===== src/rtl/lcd_spi_write.sv =====
// lcd_spi_write: serial write engine for a 4-wire SPI LCD (ST7789-class).
// Takes one 9-bit word (bit 8 = DC, bits 7:0 = payload) from the init/draw
// controller, shifts it out MSB first in SPI mode 0, and pulses wr_done for
// one cycle once the word has left the pins.
//
// Parameters:
//   HALF_PERIOD  SCK half-period in sys_clk_50MHz cycles (>= 1, default 2).
//
// Ports:
//   sys_clk_50MHz  in   system clock, rising-edge logic
//   sys_rst_n      in   synchronous active-low reset
//   en_write       in   level, high while the controller has words to send
//   data[8:0]      in   {DC, payload}
//   wr_done        out  one-cycle pulse per completed word
//   lcd_cs         out  chip select, active low
//   lcd_dc         out  data/command select
//   lcd_sck        out  SPI clock, idle low
//   lcd_mosi       out  serial data
//
// Optional feature macro: LCD_WR_CS_KEEP_EN
//   Defined:   CS stays low between words while en_write is held high, and
//              rises one cycle after the first IDLE/DONE cycle with en_write low.
//   Undefined: CS is released after every word.

module lcd_spi_write #(
    parameter int HALF_PERIOD = 2
) (
    input  logic       sys_clk_50MHz,
    input  logic       sys_rst_n,
    input  logic       en_write,
    input  logic [8:0] data,
    output logic       wr_done,
    output logic       lcd_cs,
    output logic       lcd_dc,
    output logic       lcd_sck,
    output logic       lcd_mosi
);

    localparam int              HP_W    = $clog2(HALF_PERIOD + 1);
    localparam logic [HP_W-1:0] HP_LAST = HP_W'(HALF_PERIOD - 1);

    typedef enum logic [1:0] {IDLE, SHIFT, HOLD, DONE} state_t;

    state_t          state,   state_nxt;
    logic [1:0]      arm_cnt, arm_cnt_nxt;
    logic [2:0]      bit_cnt, bit_cnt_nxt;
    logic [HP_W-1:0] hp_cnt,  hp_cnt_nxt;
    logic            sck_hi,  sck_hi_nxt;
    // bit 8 holds DC for the whole frame; bit 7 is the bit on MOSI
    logic [8:0]      shreg,   shreg_nxt;
    logic            hp_last;

`ifdef LCD_WR_CS_KEEP_EN
    // set while a CS burst spans several words
    logic            burst,   burst_nxt;
`endif

    assign hp_last = (hp_cnt == HP_LAST);

    always_ff @(posedge sys_clk_50MHz) begin
        if (!sys_rst_n) begin
            state   <= IDLE;
            arm_cnt <= '0;
            bit_cnt <= '0;
            hp_cnt  <= '0;
            sck_hi  <= 1'b0;
            shreg   <= '0;
`ifdef LCD_WR_CS_KEEP_EN
            burst   <= 1'b0;
`endif
        end else begin
            state   <= state_nxt;
            arm_cnt <= arm_cnt_nxt;
            bit_cnt <= bit_cnt_nxt;
            hp_cnt  <= hp_cnt_nxt;
            sck_hi  <= sck_hi_nxt;
            shreg   <= shreg_nxt;
`ifdef LCD_WR_CS_KEEP_EN
            burst   <= burst_nxt;
`endif
        end
    end

    always_comb begin
        state_nxt   = state;
        arm_cnt_nxt = arm_cnt;
        bit_cnt_nxt = bit_cnt;
        hp_cnt_nxt  = hp_cnt;
        sck_hi_nxt  = sck_hi;
        shreg_nxt   = shreg;
`ifdef LCD_WR_CS_KEEP_EN
        burst_nxt   = burst;
`endif
        wr_done     = 1'b0;
        lcd_cs      = 1'b1;
        lcd_dc      = 1'b0;
        lcd_sck     = 1'b0;
        lcd_mosi    = 1'b0;

        case (state)
            IDLE: begin
`ifdef LCD_WR_CS_KEEP_EN
                lcd_cs = ~burst;
                if (!en_write) burst_nxt = 1'b0;
`endif
                if (en_write) begin
                    // Second consecutive high cycle: controller data is valid now.
                    if (arm_cnt == 2'd1) begin
                        shreg_nxt   = data;
                        arm_cnt_nxt = '0;
                        bit_cnt_nxt = '0;
                        hp_cnt_nxt  = '0;
                        sck_hi_nxt  = 1'b0;
                        state_nxt   = SHIFT;
`ifdef LCD_WR_CS_KEEP_EN
                        burst_nxt   = 1'b1;
`endif
                    end else begin
                        arm_cnt_nxt = arm_cnt + 2'd1;
                    end
                end else begin
                    arm_cnt_nxt = '0;
                end
            end

            SHIFT: begin
                lcd_cs   = 1'b0;
                lcd_dc   = shreg[8];
                lcd_mosi = shreg[7];
                lcd_sck  = sck_hi;
                if (hp_last) begin
                    hp_cnt_nxt = '0;
                    if (!sck_hi) begin
                        sck_hi_nxt = 1'b1;
                    end else begin
                        // high->low: present the next bit, or finish after bit 0
                        sck_hi_nxt = 1'b0;
                        if (bit_cnt == 3'd7) begin
                            state_nxt = HOLD;
                        end else begin
                            bit_cnt_nxt = bit_cnt + 3'd1;
                            shreg_nxt   = {shreg[8], shreg[6:0], 1'b0};
                        end
                    end
                end else begin
                    hp_cnt_nxt = hp_cnt + 1'b1;
                end
            end

            HOLD: begin
                lcd_cs   = 1'b0;
                lcd_dc   = shreg[8];
                lcd_mosi = shreg[7];
                if (hp_last) begin
                    hp_cnt_nxt = '0;
                    state_nxt  = DONE;
                end else begin
                    hp_cnt_nxt = hp_cnt + 1'b1;
                end
            end

            DONE: begin
                wr_done     = 1'b1;
`ifdef LCD_WR_CS_KEEP_EN
                lcd_cs      = ~burst;
                if (!en_write) burst_nxt = 1'b0;
`endif
                arm_cnt_nxt = '0;
                bit_cnt_nxt = '0;
                state_nxt   = IDLE;
            end

            default: state_nxt = IDLE;
        endcase
    end

endmodule


===== config.mk =====
export PLATFORM = sky130hd
export DESIGN_NAME = lcd_spi_write
export DESIGN_NICKNAME = d
export VERILOG_FILES = /design/src/rtl/lcd_spi_write.sv
export SDC_FILE = /design/constraint.sdc
export NUM_CORES = 1
export LEC_CHECK = 0
export CELL_PAD_IN_SITES_DETAIL_PLACEMENT = 1
export CELL_PAD_IN_SITES_GLOBAL_PLACEMENT = 1
export CORE_ASPECT_RATIO = 1.4
export CORE_MARGIN = 5
export CORE_UTILIZATION = 40
export CTS_CLUSTER_DIAMETER = 80
export DETAILED_ROUTE_END_ITERATION = 8
export PLACE_DENSITY = 0.75
export SETUP_SLACK_MARGIN = 0.4
export SLEW_MARGIN = 20
export SYNTH_ARGS = -nofsm -noshare
export SYNTH_HDL_FRONTEND = slang
export SYNTH_SLANG_ARGS = --single-unit

===== constraint.sdc =====
create_clock -name sys_clk_50MHz -period 2.2 [get_ports sys_clk_50MHz]
set_input_delay 0.22 -clock sys_clk_50MHz [delete_from_list [all_inputs] [get_ports sys_clk_50MHz]]
set_output_delay 0.22 -clock sys_clk_50MHz [all_outputs]
set_load 0.02 [all_outputs]

# After elaboration in Yosys (flattened, before gate mapping)
# Index checks and enable logic that the tools add are counted.
[classes] add_sub_neg=3 n_eq_ne=13 n_mux=36 bitwise=1 n_reduce_logical=12
[ops] cell="$mux 8" count=3
[ops] cell="$mux 2" count=11
[ops] cell="$mux 9" count=2
[ops] cell="$pmux 9 s2" count=1
[ops] cell="$reduce_and 6->1" count=3
[ops] cell="$mux 3" count=5
[ops] cell="$ne 2x2->1 const B" count=7
[ops] cell="$mux 1" count=9
[ops] cell="$pmux 3 s3" count=1
[ops] cell="$pmux 2 s2" count=2
[ops] cell="$pmux 2 s4" count=1
[ops] cell="$reduce_and 4->1" count=2
[ops] cell="$eq 2x1->1 const B" count=3
[ops] cell="$reduce_bool 2->1" count=3
[ops] cell="$add 2x1->2 const B" count=2
[ops] cell="$eq 2x2->1 const B" count=2
[ops] cell="$add 3x1->3 const B" count=1
[ops] cell="$eq 3x3->1 const B" count=1
[ops] cell="$reduce_and 3->1" count=1
[ops] cell="$reduce_bool 3->1" count=1
[ops] cell="$logic_not 2->1" count=1
[ops] cell="$pmux 1 s2" count=1
[ops] cell="$reduce_or 2->1" count=1
[ops] cell="$not 1->1" count=1
[word_totals] regBits=19 inputBits=12 output_inout_bits=5 wordCells=72

# Logic depth before layout (Yosys ltp)
[depth] depth_word=5 depth_mapped=8 ltp_nobuf=6

# Least setup slack after synthesis
# Ideal clock, no wire load.
[synth_timing] kind="register -> register" start="register state[0]" end="register shreg[0]" arrival_ps=1737 t_required_ps=2084 setup_slack_ps=347 stages_incl_launch_ff=9 n_path_buf=2 cell_sequence="dfxtp_1 inv_1 ha_1 buf_6 and2b_1 a221o_1 or2_1 buf_6 a31o_1"
[synth_between] elab_chain_len=3 word_cells_on_any_way=10 classes_between="eq/ne (6); mux (1); reduce/logical (3)"
[synth_lines] element="start, declared" line="44" source="state_t state, state_nxt;"
[synth_lines] element="start signal, assigned" line="72" source="state <= state_nxt;"
[synth_lines] element="$eq 2x1->1 or $logic_not 2->1 (tied branches)" line="100" source="case (state)"
[synth_lines] element="$ne 2x2->1 (no line) or $reduce_bool 2->1 (tied branches)"
[synth_lines] element="$reduce_and 6->1 (no line)"
[synth_lines] element="end signal, assigned" line="77" source="shreg <= shreg_nxt;"
[synth_lines] element="end, declared" line="50" source="logic [8:0] shreg, shreg_nxt;"
# Parallel ways exist; a longest one is shown, timed or not. The select of a mux whose other input is x is not followed.
# A chain may end at the register's enable or synchronous reset.

# Worst setup path after layout
[layout_timing] start="register state[1]" end="output port lcd_sck"
[layout_between] elab_chain_len=2
[layout_lines] element="$eq 2x1->1" line="100"
[layout_lines] element="$mux 1" line="100"
[layout_lines] element="end, declared" line="35" source="output logic lcd_sck,"
# No other way between the ends.

==> flow_summary.ini <==
[clocking]
clock_sinks = 19
cts_tree = yes
htree_num_levels = 1
clockBufferDepth = 2
path_clk_slew_ps = 120
cts-root-buf = clkbuf_4
cts_buffers = 3
insertion_delay_ps = 300

[pwr]
p_per_area_nw_per_um2 = 875.5
power.leakage_uw = 0.0005659
ir_worst_vdd_uv = 494.1

[die]
io-pin-count = 17
start_util_pct = 41.90
die_h_um = 72.26
die_w_um = 54.47
row_count = 22
coreArea_um2 = 2643
die_area_um2 = 3935

[sta]
finalSetupTns_ps = 0
clock.fmax_mhz = 573.8
finalHoldViolations = 0
tightestPinTransition_ps = 436.7
skew_ps = 13.94
fin_crit_sh_pct = 79.21
worst_slack_ps = 457.4
setup_viol = 0
relSlewSlack_pct = 70.80
slew_violations = 0
rsz0062_at_grt = yes
min_period_ps = 1743

[layout]
antenna_cells = 0
final-seq-area_um2 = 387.9
fill_cells = 316
multi_input_area_um2 = 691.9
layout_commonest_cell = nand2_1
fin_nets = 155
final_layout_size_suffix_gt1_share_pct = 20.00
final_cells = 171
syn2layout_area_growth_pct = 22.71
fin_area_um2 = 1359
layout_common_cells = nand2_1, dfxtp_1, mux2i_1

[synthesis]
syn_inst = 118
syn_nets = 137
synth_enable_flop_cells = 0
async_flop_share_pct = 0
ys_seq_elements = 19
yosysWarningCount = 0
yosysUniqueCellTypes = 35
avgSynthCellArea_um2 = 9.384
netlist_area_um2 = 1107
synth_ff_type = dfxtp_1
seq_area_frac_synth_pct = 34.35

[place]
place_congestion = 0.7327
place_area_um2 = 1294
hpwl_mm = 1.857
dp.cells = 166
portBuffers = 16
dp_slack_ps = 153.4

[setup_path]
cp-start-kind = flop
path_max_fanout = 8
end_kind = output pin
ff2ff_setup_slack_ps = 480
cp_slowest_cell = dfxtp_4
worstPathRequired_ps = 1980
path_cells = inv_2 > ha_2 > buf_4 > and2_1 > clkdlybuf4s15_2
arrival_ps = 1520
max_stage_delay_ps = 370
path_class = reg2out

[route]
drtIter0Drc = 3
wl_mm = 2.346
viasPerCell = 5.117
post_drt_wl_per_cell_um = 13.72
vias = 875
route.detailed.drc = 0
antenna_left = 0
firstDrtPassIters = 4

[global_routing]
grt_overflow_total = 0
first_global_vias = 934
grt_first_pass_wirelength_mm = 3.974
track_usage_pct = 13.28
antenna_found_initial = 0
grt_max_degree = 21

[run_status]
status = completed

[hold_path]
hp-class = reg2reg

[flow_run]
max-cap-violations = 0
## kinds of logic after synthesis
family	count (synthesis)	share of synthesized area, %
AO/OA/AOI/OAI	14	10.62
adder cells (fa/ha/maj)	7	7.909
buffers and inverters	11	5.310
flip-flops	19	34.35
multiplexers	21	19.77
AND/OR/NAND/NOR	46	22.03
## through the flow
| stage | util [%] | total power, µW | hold slack (ps) |
|---|---|---|---|
| 6_report | 51.42 | 1190 | 467.9 |
| 5_1_grt | 51.42 | 1271 | 492.3 |
| 4_1_cts | 50.19 | 1166 | 471.6 |
| 3_5_place_dp | 48.96 | 980.9 | 451.0 |
| 3_3_place_gp | 48.96 | 953.0 | 433.7 |
| 2_1_floorplan | - | 858.8 | 388.3 |
## worst max-delay path: cells and delay by family (launching register included)
family	cells	cell delay (ps)
fa+ha+maj	1	220
simple gates	1	130
flops	1	370
buf+inv	3	510
## final cells by class
| type | count | share of cell area [%] |
|---|---|---|
| repair buffers | 20 | 14.09 |
| clock inverters | 1 | 0.3683 |
| clock buffers | 3 | 1.657 |
| multi-input cells | 88 | 50.92 |
| flip-flops and latches | 19 | 28.55 |
| well taps | 36 | 3.315 |
| inverters | 4 | 1.105 |
## cell usage after synthesis, types with 2 or more instances
library cell	instances	area, µm²
clkbuf_1	3	11.26
buf_2	2	10.01
nor2b_1	3	18.77
ha_1	7	87.58
a21oi_1	2	10.01
o21ai_0	2	10.01
nand3_1	2	10.01
nor2_1	3	11.26
nand3b_1	2	15.01
inv_1	4	15.01
nand2b_1	4	25.02
buf_6	2	22.52
mux2_2	7	78.83
mux2i_1	14	140.1
and2_1	3	18.77
nand2_1	21	78.83
dfxtp_1	19	380.4
## what timing repair did
| item | CTS | global route |
|---|---|---|
| setup endpoints to repair | 14 | 8 |
| gates resized for setup | 10 | 7 |
| hold buffers | 0 | 0 |
| setup buffers | 0 | 1 |
| pin swaps | 0 | 2 |
## sequential cells by signal, indices dropped and copies added, names as in the netlist
| signal | cells |
|---|---|
| shreg | 9 |
| bit_cnt | 3 |
| arm_cnt | 2 |
| hp_cnt | 2 |
| state | 2 |
| sck_hi | 1 |
## path summary, 6_finish.rpt
path / depth (start not counted) / to / from
setup reg to reg: 6 / shreg[0] / state[0]
setup / recovery: 5 / lcd_sck / state[1]
hold reg to reg: 1 / hp_cnt[1] / hp_cnt[1]
hold / removal: 1 / hp_cnt[1] / hp_cnt[1]
## power by group
group / switching, µW / internal, µW
Clock: 109 / 67.6
Combinational: 292 / 286
Sequential: 35.5 / 399
Total: 437 / 753
## per-layer routing
| metal | GRT usage (%) | vias to the layer above | share of wire [%] |
|---|---|---|---|
| met4 | 5.817 | 0 | 1.7 |
| met1 | 14.81 | 418 | 42 |
| met3 | 2.464 | 4 | 3.7 |
| met5 | 0 | - | 0 |
| met2 | 23.44 | 16 | 53 |
| li1 | - | 437 | - |
(Power assumes the default switching activity.)
